--- config.mk ---
export PLATFORM = sky130hd
export DESIGN_NAME = alu_exec_stage
export DESIGN_NICKNAME = d
export VERILOG_FILES = /design/src/rtl/alu_exec_stage.sv
export SDC_FILE = /design/constraint.sdc
export NUM_CORES = 1
export LEC_CHECK = 0
export CORE_ASPECT_RATIO = 1.75
export CORE_UTILIZATION = 63
export CTS_CLUSTER_DIAMETER = 40
export DETAILED_ROUTE_END_ITERATION = 16
export GPL_TIMING_DRIVEN = 0
export PLACE_DENSITY = 0.86
export SYNTH_ARGS = -nofsm -noshare
export SYNTH_HDL_FRONTEND = slang
export SYNTH_SLANG_ARGS = --single-unit
--- constraint.sdc ---
create_clock -name clk -period 9.85 [get_ports clk]
set_clock_uncertainty 0.05 [all_clocks]
set_input_delay 1.4775 -clock clk [delete_from_list [all_inputs] [get_ports clk]]
set_output_delay 1.4775 -clock clk [all_outputs]
set_load 0.02 [all_outputs]
--- src/rtl/alu_exec_stage.sv ---
// Execute stage behind the switch/LED front end: synchronises the switches, debounces the
// execute button, and runs one 8-bit ALU operation per press (multiply is shift-add, 8 cycles).
module alu_exec_stage #(
   parameter int unsigned DEBOUNCE_CYCLES = 1000000
) (
   input  logic        clk,
   input  logic        rst_n,
   input  logic [23:0] switches,
   input  logic        btn_exec,
   output logic [7:0]  reg_a,
   output logic [7:0]  reg_b,
   output logic [7:0]  reg_op,
   output logic [7:0]  alu_result,
   output logic        flag_c,
   output logic        flag_v,
   output logic        flag_z,
   output logic        flag_err,
   output logic        busy,
   output logic        result_valid
);

   localparam int unsigned CW = $clog2(DEBOUNCE_CYCLES + 1);

   typedef enum logic [2:0] {IDLE, LOAD, EXEC, DONE, WAIT_REL} state_t;

   state_t         state, state_nx;
   logic [23:0]    sw_s1, sw_s2;
   logic           btn_s1, btn_s2, btn_db, btn_db_q;
   logic [CW-1:0]  db_cnt;
   logic           press;
   logic [2:0]     mul_cnt;
   logic [15:0]    mul_acc, mul_addend, mul_next;
   logic           mul_busy;
   logic [8:0]     sum;
   logic [7:0]     res;
   logic           c, v, err;

   always_ff @(posedge clk or negedge rst_n) begin
      if (!rst_n) begin
         sw_s1  <= '0;
         sw_s2  <= '0;
         btn_s1 <= 1'b0;
         btn_s2 <= 1'b0;
      end else begin
         sw_s1  <= switches;
         sw_s2  <= sw_s1;
         btn_s1 <= btn_exec;
         btn_s2 <= btn_s1;
      end
   end

   // Counter runs only while the synced level disagrees with btn_db; any agreement restarts it.
   always_ff @(posedge clk or negedge rst_n) begin
      if (!rst_n) begin
         db_cnt   <= '0;
         btn_db   <= 1'b0;
         btn_db_q <= 1'b0;
      end else begin
         btn_db_q <= btn_db;
         if (btn_s2 != btn_db) begin
            if (db_cnt == CW'(DEBOUNCE_CYCLES - 1)) begin
               btn_db <= btn_s2;
               db_cnt <= '0;
            end else begin
               db_cnt <= db_cnt + 1'b1;
            end
         end else begin
            db_cnt <= '0;
         end
      end
   end

   assign press    = btn_db & ~btn_db_q;
   assign mul_busy = (reg_op == 8'h08) && (mul_cnt != 3'd7);

   always_ff @(posedge clk or negedge rst_n) begin
      if (!rst_n) state <= IDLE;
      else        state <= state_nx;
   end

   always_comb begin
      state_nx = state;
      case (state)
         IDLE:     if (press) state_nx = LOAD;
         LOAD:     state_nx = EXEC;
         EXEC:     if (!mul_busy) state_nx = DONE;
         DONE:     state_nx = WAIT_REL;
         WAIT_REL: if (!btn_db) state_nx = IDLE;
         default:  state_nx = IDLE;
      endcase
   end

   assign busy         = (state == LOAD) || (state == EXEC);
   assign result_valid = (state == DONE);

   always_comb begin
      res        = '0;
      c          = 1'b0;
      v          = 1'b0;
      err        = 1'b0;
      sum        = '0;
      mul_addend = reg_b[mul_cnt] ? ({8'h00, reg_a} << mul_cnt) : '0;
      mul_next   = mul_acc + mul_addend;
      case (reg_op)
         8'h00: begin
            sum = {1'b0, reg_a} + {1'b0, reg_b};
            res = sum[7:0];
            c   = sum[8];
            v   = (reg_a[7] == reg_b[7]) && (res[7] != reg_a[7]);
         end
         8'h01: begin
            sum = {1'b0, reg_a} - {1'b0, reg_b};
            res = sum[7:0];
            c   = sum[8];
            v   = (reg_a[7] != reg_b[7]) && (res[7] != reg_a[7]);
         end
         8'h02: res = reg_a & reg_b;
         8'h03: res = reg_a | reg_b;
         8'h04: res = reg_a ^ reg_b;
         8'h05: res = ~reg_a;
         8'h06: begin
            res = {reg_a[6:0], 1'b0};
            c   = reg_a[7];
         end
         8'h07: begin
            res = {1'b0, reg_a[7:1]};
            c   = reg_a[0];
         end
         8'h08: begin
            res = mul_next[7:0];
            c   = |mul_next[15:8];
         end
         default: err = 1'b1;
      endcase
   end

   always_ff @(posedge clk or negedge rst_n) begin
      if (!rst_n) begin
         reg_a      <= '0;
         reg_b      <= '0;
         reg_op     <= '0;
         alu_result <= '0;
         flag_c     <= 1'b0;
         flag_v     <= 1'b0;
         flag_z     <= 1'b0;
         flag_err   <= 1'b0;
         mul_acc    <= '0;
         mul_cnt    <= '0;
      end else begin
         if (state == LOAD) begin
            reg_a   <= sw_s2[7:0];
            reg_b   <= sw_s2[15:8];
            reg_op  <= sw_s2[23:16];
            mul_acc <= '0;
            mul_cnt <= '0;
         end
         if (state == EXEC) begin
            if (mul_busy) begin
               mul_acc <= mul_next;
               mul_cnt <= mul_cnt + 3'd1;
            end else begin
               alu_result <= res;
               flag_c     <= c;
               flag_v     <= v;
               flag_z     <= (res == 8'h00);
               flag_err   <= err;
            end
         end
      end
   end

endmodule

==> results of run 1 <==
==> Yosys cell counts (all sizes together) (3+ instances only) <==
master   number  area share
dfrtp       130        0.46
nand2        90       0.048
nor2         75       0.040
o21ai        55       0.039
a21oi        44       0.031
ha           42       0.074
nand3        39       0.028
inv          30       0.016
clkbuf       26       0.014
xor2         18       0.022
nor3         17       0.012
xnor2        17       0.021
a21o         11       0.012
mux2i        11       0.016
o211ai       10       0.011
o31ai         8      0.0085
and3          7      0.0062
buf           7      0.0048
nor2b         7      0.0062
o22ai         7      0.0062
a22o          6      0.0074
nand2b        6      0.0053
o21a          6      0.0064
a211o         5      0.0062
a211oi        5      0.0053
nand4         5      0.0044
a22oi         4      0.0042
a311oi        4      0.0050
a31oi         4      0.0035
mux4          4       0.013
nor3b         4      0.0042
or3           4      0.0035
and2          3      0.0027
fa            3      0.0085
nor4          3      0.0027
o2111ai       3      0.0037
o21bai        3      0.0032
==> layer usage <==
metal  up-vias  routed length [microns]
met4         0                     1523
li1       2814                        -
met2       291                    11130
met5         -                        0
met1      3025                     7233
met3        93                     1118
==> through the flow <==
step	setup WS, ns	hold slack, ns	power [uW]	std cells	util
floorplan	6.229	0.2812	561.0	748	-
global placement	2.588	0.2816	582.3	942	0.7273
detailed placement	5.465	0.2864	585.3	943	0.7299
CTS	5.438	0.2981	1202	975	0.7831
global route	5.120	0.2978	1229	975	0.7831
finish	5.338	0.2943	1200	975	0.7831
==> worst reg2reg max path, stage by stage (launching register included) <==
cell and delay (ns):
dfrtp_1 0.40, clkbuf_1 0.43, mux4_2 0.60, nand2_1 0.17, and2_1 0.15, clkbuf_1 0.22
nor2_1 0.12, ha_1 0.33, o21a_1 0.26, o211a_1 0.25, a211o_1 0.35, a21o_1 0.18
a2111oi_1 0.71, a21oi_1 0.15
==> flip-flops by register name, indices dropped and copies added (netlist names), 3 cells and up <==
name / flops
mul_cnt: 3
reg_op: 8
sw_s2: 24
mul_acc: 16
reg_a: 8
sw_s1: 24
alu_result: 8
state: 3
db_cnt: 20
reg_b: 8
==> report_power, final <==
part / total (uW) / internal, uW / switching, uW
combinational: 25.5 / 11.5 / 14.0
sequential: 549 / 545 / 4.15
clock: 625 / 356 / 269
==> area by class of cell <==
type	instances	area, sq um
Multi-Input combinational cell	555	3571
Sequential cell	130	3253
Fill cell	718	2347
Timing Repair Buffer	65	669.4
Clock buffer	18	429.2
Tap cell	130	162.7
Clock inverter	14	146.4
Buffer	33	131.4
Inverter	30	112.6
==> path summary, 6_finish.rpt <==
kind | from | slack [ns] | to | depth (start not counted)
setup / recovery | mul_cnt[0] | 5.34 | flag_c | 13
hold / removal | sw_s1[12] | 0.29 | sw_s2[12] | 0
setup reg to reg | mul_cnt[0] | 5.34 | flag_c | 13
hold reg to reg | sw_s1[12] | 0.29 | sw_s2[12] | 0
max in group asynchronous | rst_n | 8.06 | reg_a[1] | 2
min in group asynchronous | rst_n | 0.95 | mul_acc[14] | 1
==> cells by family after synthesis <==
kind of cell	after synthesis	synth area share
flops	130	0.4603
mux	17	0.03151
compound gates	191	0.1758
buf+inv	63	0.03452
simple gates	267	0.1717
fa+ha+maj	45	0.08285
xor+xnor	35	0.04337
==> summary.md, run 1 <==
| Metric | Value |
|---|---|
| Share of cells above drive strength 1 | `0.05917` |
| Total routed wirelength | `21,000 microns` |
| Buf+Inv Stages, Crit Path | `2` |
| Antenna viol nets, final | `0` |
| CTS hold repair buffers | `0` |
| WP data required | `10.08 ns` |
| Post-Syn Nets | `820` |
| CP Max Fanout | `10` |
| TritonCTS Buffers | `17` |
| Io pins | `65` |
| TritonCTS clock tree | `done` |
| Vias in the first global route | `6,435` |
| GR met1 Demand/Resource | `0.4020` |
| GPL Wtd Cong | `0.9931` |
| Post-cts sizing count | `0` |
| NumNets Final | `904` |
| Critical Path Max Stage Delay | `0.71 ns` |
| Hold WC Path Type | `flop to flop` |
| Post-synthesis async set-or-reset flop share | `1.000` |
| RSZ-0062 raised after global routing | `no` |
| FMAX | `0.2216 GHz` |
| Drt pass-1 iters | `8` |
| Total GRT Usage | `0.3890` |
| Ant. Diodes | `0` |
| Synthesized area | `0.007068 sq mm` |
| Crit path launch type | `flop` |
| CP Class | `flop to flop` |
| Final Slew Violations | `0` |
| Die width | `82.07 microns` |
| Cell leakage power | `0.003729 uW` |
| CORE AREA | `0.01082 sq mm` |
| Ys Warns | `0` |
| DR DRC count | `0` |
| Syn Area/Cell | `9.449 sq um` |
| Skew-Pair Late Insertion Delay | `0.42 ns` |
| Slew Limit Headroom | `0.4935` |
| Crit-path cells | `clkbuf_1, mux4_2, nand2_1, and2_1, clkbuf_1, nor2_1, ha_1, o21a_1, o211a_1, a211o_1, a21o_1, a2111oi_1, a21oi_1` |
| Starting DRT DRC Count | `470` |
| Clk root buf | `clkbuf_16` |
| CP max stage cell | `a2111oi_1` |
| Power density over cell area | `141.6 mW/mm^2` |
| Max VDD drop | `0.1983 mV` |
| H-tree depth | `4` |
| Most common cell after layout, fill and taps aside | `dfrtp_1` |
| IO buf count | `64` |
| Number of synthesized flops with an enable pin | `0` |
| Cells after Synth | `748` |
| Post-synth top flop | `dfrtp_1` |
| Initial antenna violation count | `0` |
| Max-cap viol count | `0` |
| Worst Tran Pin Value | `0.7528 ns` |
| Clk slew on worst S/H paths | `0.07 ns` |
| Cell family with most CP delay | `compound AO/OA/AOI/OAI gates` |
| Avg Vias per Cell | `6.383` |
| Congestion Overflow GR | `0` |
| GR Util met3 | `0.07949` |
| Die H | `142.1 microns` |
| Final setup TNS | `0 ns` |
| Initial Util | `0.6531` |
| Drt wl/cell | `21.54 microns` |
| Area growth, synth to finish | `19.92%` |
| Cell area after layout | `0.008476 sq mm` |
| Most frequent cells in the layout | `130 x dfrtp_1, 90 x nand2_1, 75 x nor2_1, 63 x clkdlybuf4s50_1, 55 x o21ai_0` |
| Area post-placement | `0.007900 sq mm` |
| DIE AREA | `0.01166 sq mm` |
| Outcome | `finished, final reports clean` |
| CP Capture Type | `flop` |
| GR Util met2 | `0.6786` |
| Clock Sinks | `130` |
| CTS max path bufs | `2` |
| Sequential-to-total area share from yosys stat | `0.4603` |
| Grt peak-use layer | `met2` |
| Via count | `6,223` |
| Seq cells post-synth | `130` |
| Row count | `50` |
| Post-CTS Setup Repair Bufs | `0` |
| Most Frequent Cell on Critical Path | `clkbuf_1` |
| Worst Path Arrival | `4.74 ns` |
| Min cycle time layout | `4.512 ns` |
| Post-DP HPWL | `15,610 microns` |
| Distinct cells, synth | `61` |
| Final setup vio count | `0` |
| First-pass GRT wire length | `32,650 microns` |
| Largest net degree at the start of global routing | `73` |
| Final worst-path cycle share | `0.4581` |
| Final hold vios | `0` |
(Power assumes the default switching activity.)
==> run 2, diff against run 1 <==
CORE_UTILIZATION = 52   (was 63)
PLACE_DENSITY = 0.76   (was 0.86)
clock period = 3.7 ns   (was 9.85 ns; I/O delays follow)
==> summary.md, run 2 (same netlist as run 1, synthesis figures left out) <==
| Metric | Value |
|---|---|
| Outcome | `finished, final reports clean` |
| Row count | `56` |
| Post-DP HPWL | `15,890 microns` |
| Final setup vio count | `0` |
| Final setup TNS | `0 ns` |
| Initial Util | `0.5309` |
| Hold WC Path Type | `input pin to asynchronous set/reset pin` |
| Antenna viol nets, final | `0` |
| Worst Path Arrival | `3.87 ns` |
| Congestion Overflow GR | `0` |
| GPL Wtd Cong | `0.9801` |
| Share of cells above drive strength 1 | `0.08737` |
| Largest net degree at the start of global routing | `76` |
| Clk slew on worst S/H paths | `0.07 ns` |
| Crit path launch type | `flop` |
| TritonCTS Buffers | `17` |
| Most frequent cells in the layout | `128 x dfrtp_1, 89 x nand2_1, 74 x nor2_1, 63 x clkdlybuf4s50_1, 54 x o21ai_0` |
| Total routed wirelength | `21,020 microns` |
| Slew Limit Headroom | `0.4213` |
| Via count | `6,111` |
| Critical Path Max Stage Delay | `0.54 ns` |
| Final worst-path cycle share | `0.9811` |
| Die width | `90.13 microns` |
| Final Slew Violations | `0` |
| Worst Tran Pin Value | `0.8601 ns` |
| Vias in the first global route | `6,259` |
| CP Class | `flop to flop` |
| CTS hold repair buffers | `0` |
| Starting DRT DRC Count | `324` |
| Cell family with most CP delay | `compound AO/OA/AOI/OAI gates` |
| Initial antenna violation count | `0` |
| DR DRC count | `0` |
| First-pass GRT wire length | `32,920 microns` |
| DIE AREA | `0.01408 sq mm` |
| Die H | `156.2 microns` |
| Area growth, synth to finish | `22.68%` |
| WP data required | `3.94 ns` |
| Crit-path cells | `clkbuf_8, mux4_2, nand2_2, and2_4, nor2_1, ha_1, o21a_1, o211a_1, a211o_1, a21o_1, a2111oi_4, a21oi_1` |
| Most common cell after layout, fill and taps aside | `dfrtp_1` |
| IO buf count | `64` |
| Drt wl/cell | `20.58 microns` |
| FMAX | `0.2755 GHz` |
| CP max stage cell | `mux4_2` |
| Total GRT Usage | `0.3117` |
| Power density over cell area | `375.8 mW/mm^2` |
| Hold_ws | `0.04410 ns` |
| R2R Setup Slk | `0.07 ns` |
| CORE AREA | `0.01331 sq mm` |
| Max-cap viol count | `0` |
| Min cycle time layout | `3.630 ns` |
| Worst r2r dst | `flag_c` |
| Ant. Diodes | `0` |
| Io pins | `65` |
| Clock Sinks | `130` |
| Post-place setup slack | `-0.6674 ns` |
| Top flop regs | `sw_s1: 24 flops, sw_s2: 24 flops, db_cnt: 20 flops` |
| Skew-Pair Late Insertion Delay | `0.42 ns` |
| FF-to-FF path depth | `12` |
| NumNets Final | `906` |
| Cell leakage power | `0.003777 uW` |
| Clk root buf | `clkbuf_16` |
| Drt pass-1 iters | `5` |
| CTS max path bufs | `2` |
| CP Capture Type | `flop` |
| Utilization after layout | `0.6513` |
| Avg Vias per Cell | `5.985` |
| CP Max Fanout | `10` |
| Max VDD drop | `0.4644 mV` |
| TritonCTS clock tree | `done` |
| PnR worst setup slack | `0.06977 ns` |
| H-tree depth | `4` |
| Buf+Inv Stages, Crit Path | `1` |
| R2r startpoint | `mul_cnt[0]` |
| Final hold vios | `0` |
==> run 2: worst max path at each step <==
stage / cells after the start / endpoint / slack, ns / start
finish: 12 / flag_c / 0.07 / mul_cnt[0]
CTS: 12 / flag_c / 0.02 / mul_cnt[0]
floorplan: 13 / flag_c / 0.08 / mul_cnt[0]
global route: 13 / flag_z / -0.03 / mul_cnt[0]
global placement: 1 / mul_acc[14] / -2.77 / rst_n
detailed placement: 13 / flag_c / -0.67 / mul_cnt[0]
==> run 2: stage by stage <==
step	power (uW)	std cells	area, sq um
CTS	3287	1018	8611
detailed placement	1557	987	7955
global route	3352	1021	8671
floorplan	1494	748	7068
global placement	1551	986	7926
finish	3258	1021	8671
==> run 2: repair_timing <==
action / CTS / global route
cloned: 0 / 0
pin swaps: 0 / 4
setup endpoints to repair: 11 / 4
buffers inserted: 0 / 3
gates resized for setup: 15 / 12
==> run 2: final cells by class <==
type,instances,area (sq um)
flip-flops and latches,130,3256
multi-input cells,555,3654
well taps,174,217.7
clock inverters,14,167.7
repair buffers,68,691.9
fillers,1100,4642
inverters,30,112.6
clock buffers,18,429.2
plain buffers,32,142.6
==> run 2: power by group <==
| part | internal [uW] | leakage [uW] | switching [uW] |
|---|---|---|---|
| Sequential | 1450 | 0.00169 | 10.2 |
| Combinational | 30.6 | 0.00180 | 36.1 |
| Clock | 1020 | 0.000280 | 714 |
| Total | 2500 | 0.00378 | 760 |
==> run 2: routing by layer <==
layer  GRT usage  up-vias  share of wire
li1            -     2832              -
met4      0.2366        0          0.077
met3     0.04276       86          0.035
met5           0        -              0
met1      0.3076     2959           0.35
met2      0.5845      234           0.53
